## config.mk

```make
export PLATFORM = sky130hd
export DESIGN_NAME = fifo_rd_unpack
export DESIGN_NICKNAME = d
export VERILOG_FILES = /design/src/rtl/fifo_rd_unpack.sv
export SDC_FILE = /design/constraint.sdc
export NUM_CORES = 1
export LEC_CHECK = 0
export ABC_CLOCK_PERIOD_IN_PS = 3100
export CORE_MARGIN = 2
export CORE_UTILIZATION = 49
export CTS_BUF_LIST = sky130_fd_sc_hd__clkbuf_16
export CTS_CLUSTER_DIAMETER = 100
export DETAILED_ROUTE_END_ITERATION = 8
export DONT_BUFFER_PORTS = 1
export PLACE_DENSITY = 0.62
export REMOVE_ABC_BUFFERS = 1
export SKIP_CTS_REPAIR_TIMING = 1
export SLEW_MARGIN = 20
export SYNTH_ARGS = -nofsm -noshare
export SYNTH_HDL_FRONTEND = slang
export SYNTH_SLANG_ARGS = --single-unit
```

## constraint.sdc

```tcl
create_clock -name clk -period 3.1 [get_ports clk]
set_input_delay 0.465 -clock clk [delete_from_list [all_inputs] [get_ports clk]]
set_output_delay 0.465 -clock clk [all_outputs]
set_load 0.01 [all_outputs]
```

## src/rtl/fifo_rd_unpack.sv

```systemverilog
// Drains wide words from a show-ahead FIFO and emits each one as RATIO narrow chunks on a valid/ready stream.
// Optional macro FIFO_RD_UNPACK_MSB_FIRST_EN selects MSB-first chunk order (default is LSB-first).
module fifo_rd_unpack #(
    parameter int IN_WIDTH  = 16,
    parameter int OUT_WIDTH = 4
) (
    input  logic                 clk,
    input  logic                 rst,
    input  logic [IN_WIDTH-1:0]  fifo_data,
    input  logic                 fifo_empty,
    output logic                 fifo_rd_ena,
    output logic [OUT_WIDTH-1:0] out_data,
    output logic                 out_valid,
    input  logic                 out_ready,
    output logic                 out_last
);

    localparam int RATIO = IN_WIDTH / OUT_WIDTH;
    localparam int CNT_W = $clog2(RATIO);
    localparam logic [CNT_W-1:0] CNT_LAST = CNT_W'(RATIO - 1);

    logic [IN_WIDTH-1:0] hold_q, hold_d;
    logic                hold_valid_q, hold_valid_d;
    logic [CNT_W-1:0]    cnt_q, cnt_d;
    logic                xfer;
    logic                last;
    logic [IN_WIDTH-1:0] hold_shifted;

    assign xfer = hold_valid_q & out_ready;
    assign last = (cnt_q == CNT_LAST);

    // The pop reloads in the same cycle the final chunk leaves, so words run back to back.
    assign fifo_rd_ena = ~rst & ~fifo_empty & (~hold_valid_q | (xfer & last));

`ifdef FIFO_RD_UNPACK_MSB_FIRST_EN
    assign hold_shifted = hold_q << OUT_WIDTH;
    assign out_data     = hold_q[IN_WIDTH-1 -: OUT_WIDTH];
`else
    assign hold_shifted = hold_q >> OUT_WIDTH;
    assign out_data     = hold_q[OUT_WIDTH-1:0];
`endif

    assign out_valid = hold_valid_q;
    assign out_last  = hold_valid_q & last;

    always_comb begin
        hold_d       = hold_q;
        cnt_d        = cnt_q;
        hold_valid_d = hold_valid_q;
        if (fifo_rd_ena) begin
            hold_d       = fifo_data;
            cnt_d        = '0;
            hold_valid_d = 1'b1;
        end else if (xfer && !last) begin
            hold_d = hold_shifted;
            cnt_d  = cnt_q + CNT_W'(1);
        end else if (xfer && last) begin
            hold_valid_d = 1'b0;
        end
    end

    // Reset discards any partial word; the data register itself needs no reset.
    always_ff @(posedge clk) begin
        if (rst) begin
            hold_valid_q <= 1'b0;
            cnt_q        <= '0;
        end else begin
            hold_valid_q <= hold_valid_d;
            cnt_q        <= cnt_d;
        end
    end

    always_ff @(posedge clk) begin
        hold_q <= hold_d;
    end

endmodule

```

==> results_dict.tcl <==
set metrics [dict create \
    status "complete, no violations" \
    hold_violations 0 \
    grt_max_degree 17 \
    r2r-start "cnt_q[0]" \
    rsz0062_at_grt "no" \
    ant_nets 0 \
    viasPerCell 5.13 \
    finalClockSkew_ns 0.00352 \
    p_per_area_nw_per_um2 643 \
    avgSynthCellArea_sq_um 16.4 \
    syn-cell-area_sq_um 886 \
    critical_path.cell_chain "ha_1 > a21boi_2 > or3_1 > buf_4 > inv_2" \
    cp-end-kind "output port" \
    ys_types 20 \
    clock_power_share_pct 42.5 \
    yosys-top-cells-count "16 x edfxtp_1, 8 x mux2_4, 4 x and2_1, 4 x buf_4, 4 x mux2_2" \
    synth-seq-cells 19 \
    wl_microns 1160 \
    drc 0 \
    synth_most_common_cell "edfxtp_1" \
    numCtsBuffers 3 \
    grt_pass1_vias 427 \
    grt_pass1_wl_microns 1750 \
    first_iter_violations 6 \
    fmax_mhz 496 \
    top_usage_layer "met2" \
    grt_util_met3_pct 3.53 \
    nNetsFinal 75 \
    r2r_slack_ns 1.30 \
    max_stage_delay_ns 0.34 \
    ys_top_cells_by_area "edfxtp_1 54%, mux2_4 14%, dfxtp_1 6.8%" \
    cts_root_buf "clkbuf_16" \
    power_leakage_nw 0.382 \
    yosysTopAreaCellShare_pct 54.2 \
    yosysSeqAreaShare_pct 61.0 \
    worst_hold_path.num_cells 1 \
    switchingPower_uw 111 \
    fp-row-count 15 \
    ys_warn_count 0 \
    ir_drop_v 0.000353 \
    multi_input_comb_area_sq_um 280 \
    ios 27 \
    min_from "rst" \
    drive_gt1_share_pct 39.6 \
    min_path_type "primary input to flip-flop" \
    fillCellCount 145 \
    yosys.area.top_type "edfxtp_1" \
    clkTransAtPathRegs_ns 0.05 \
    core_sq_um 1710 \
    rr_worst_depth 4 \
    use_met2_pct 22.2 \
    die_x_microns 46.5 \
    synth-edff-count 16 \
    regArea_sq_um 541 \
    start_util_pct 51.9 \
    tritoncts "done" \
    syn-instance-count 54 \
    synthArstFlopShare_pct 0 \
    cts_buffer_depth 2 \
    fin_tns_setup_ns 0 \
    r2r_end "hold_q[6]" \
    swShare_pct 18.3 \
    grtUsageMet1_pct 11.9 \
    grt.total_usage_pct 12.1 \
    ys.flop_type "edfxtp_1" \
    dieArea_sq_um 2160 \
    slew_viol_final 0 \
    tightestPinTransition_ns 0.630 \
    wire_per_inst_microns 14.8 \
    grt-ovfl-total 0 \
    gp_congestion 0.654 \
    final.min_clock_period_ns 2.02 \
    crit_slowest_cell "dfxtp_1" \
    route.vias.total 400 \
    drtPass1Iterations 2 \
    place.port_buffers 0 \
    min_to "out_valid" \
    syn_to_final_growth_pct 6.50 \
    clk_latency_ns 0.25 \
    worstPathArrival_ns 1.55 \
    finalCritPeriodShare_pct 65.0 \
    pwr-share-comb_pct 6.9 \
    worst-path-max-fanout 13 \
    hpwl_microns 877 \
    maxCapViolations 0 \
    p_int_uw 495 \
    startpoint_type "flip-flop" \
    die_h_microns 46.5 \
    cts.sinks 19 \
    place_area_sq_um 863 \
    fin_area_sq_um 943 \
    slew_headroom_pct 57.9 \
    antenna_found_initial 0 \
    required_ns 2.63 \
    critical_path_class "flip-flop to output port" \
    htree_levels 1 \
    antenna_cells 0 \
    p_seq_share_pct 50.6 \
    setup_viol_count_final 0 \
]
kinds of logic (layout without fill, tap and decap cells):
| kind of cell | count (synthesis) | count (layout) | synth area share (%) |
|---|---|---|---|
| buf+inv | 7 | 6 | 7.34 |
| simple gates | 12 | 12 | 8.19 |
| flops | 19 | 19 | 61.0 |
| xor+xnor | 1 | 1 | 0.989 |
| mux | 13 | 13 | 19.8 |
| fa+ha+maj | 1 | 1 | 1.41 |
| compound gates | 1 | 1 | 1.27 |
power groups by stage:
stage          clock (mW)  sequential (mW)  combinational (mW)
3_5_place_dp            0            0.312              0.0430
6_report            0.257            0.307              0.0419
5_1_grt             0.270            0.309              0.0464
2_1_floorplan           0            0.310              0.0357
4_1_cts             0.265            0.307              0.0432
3_3_place_gp            0            0.311              0.0396
worst max-delay path: cells and delay by family, from the launching register on:
| kind | cells | cell delay, ns |
|---|---|---|
| AO/OA/AOI/OAI | 1 | 0.06 |
| adder cells (fa/ha/maj) | 1 | 0.20 |
| flip-flops | 1 | 0.34 |
| AND/OR/NAND/NOR | 1 | 0.34 |
| buffers and inverters | 2 | 0.36 |
cell usage in the layout, fill, tap and decap left out:
| master | n |
|---|---|
| nand2_1 | 1 |
| edfxtp_1 | 16 |
| and2_2 | 1 |
| nor3_1 | 2 |
| clkbuf_16 | 3 |
| nor2_1 | 1 |
| a21boi_2 | 1 |
| and2b_2 | 1 |
| ha_1 | 1 |
| dfxtp_1 | 3 |
| mux2_4 | 8 |
| inv_2 | 1 |
| and2_1 | 4 |
| mux2_2 | 4 |
| nand3b_1 | 1 |
| xor2_1 | 1 |
| buf_4 | 1 |
| clkinv_2 | 1 |
| mux2i_1 | 1 |
| or3_1 | 1 |
through the flow:
stage	util [%]	cells	hold WS [ns]	setup slack, ns	power [mW]
after floorplan	-	48	0.506	1.12	0.346
after global placement	50.5	74	0.515	1.37	0.351
after detailed placement	50.5	74	0.535	1.27	0.355
after CTS	55.2	78	0.289	1.06	0.615
after global routing	55.2	78	0.288	1.00	0.625
final	55.2	78	0.292	1.08	0.606
flip-flops by register name (all words and copies together), names as in the netlist:
| name | count |
|---|---|
| hold_q | 16 |
| cnt_q | 2 |
| out_valid | 1 |
final cells by class:
type	instances	area share [%]
multi-input cells	28	29.7
clock inverters	1	0.531
inverters	1	0.398
flip-flops and latches	19	57.3
clock buffers	3	7.96
repair buffers	1	0.796
well taps	25	3.32
layer usage:
metal  up-vias  share of wire, %
met5         -                 0
met4         0               1.9
met3         4               7.4
met2        20                57
met1       187                34
li1        189                 -
how the worst max path moves through the flow:
| stage | start | endpoint | slack (ns) | depth (start not counted) |
|---|---|---|---|---|
| finish | cnt_q[0] | fifo_rd_ena | 1.08 | 5 |
| global route | cnt_q[1] | fifo_rd_ena | 1.00 | 5 |
| global placement | cnt_q[0] | hold_q[0] | 1.37 | 4 |
| floorplan | cnt_q[0] | hold_q[0] | 1.12 | 4 |
| CTS | cnt_q[0] | fifo_rd_ena | 1.06 | 5 |
| detailed placement | cnt_q[0] | hold_q[3] | 1.27 | 4 |
Note: power is estimated with default switching activity, not from simulation.
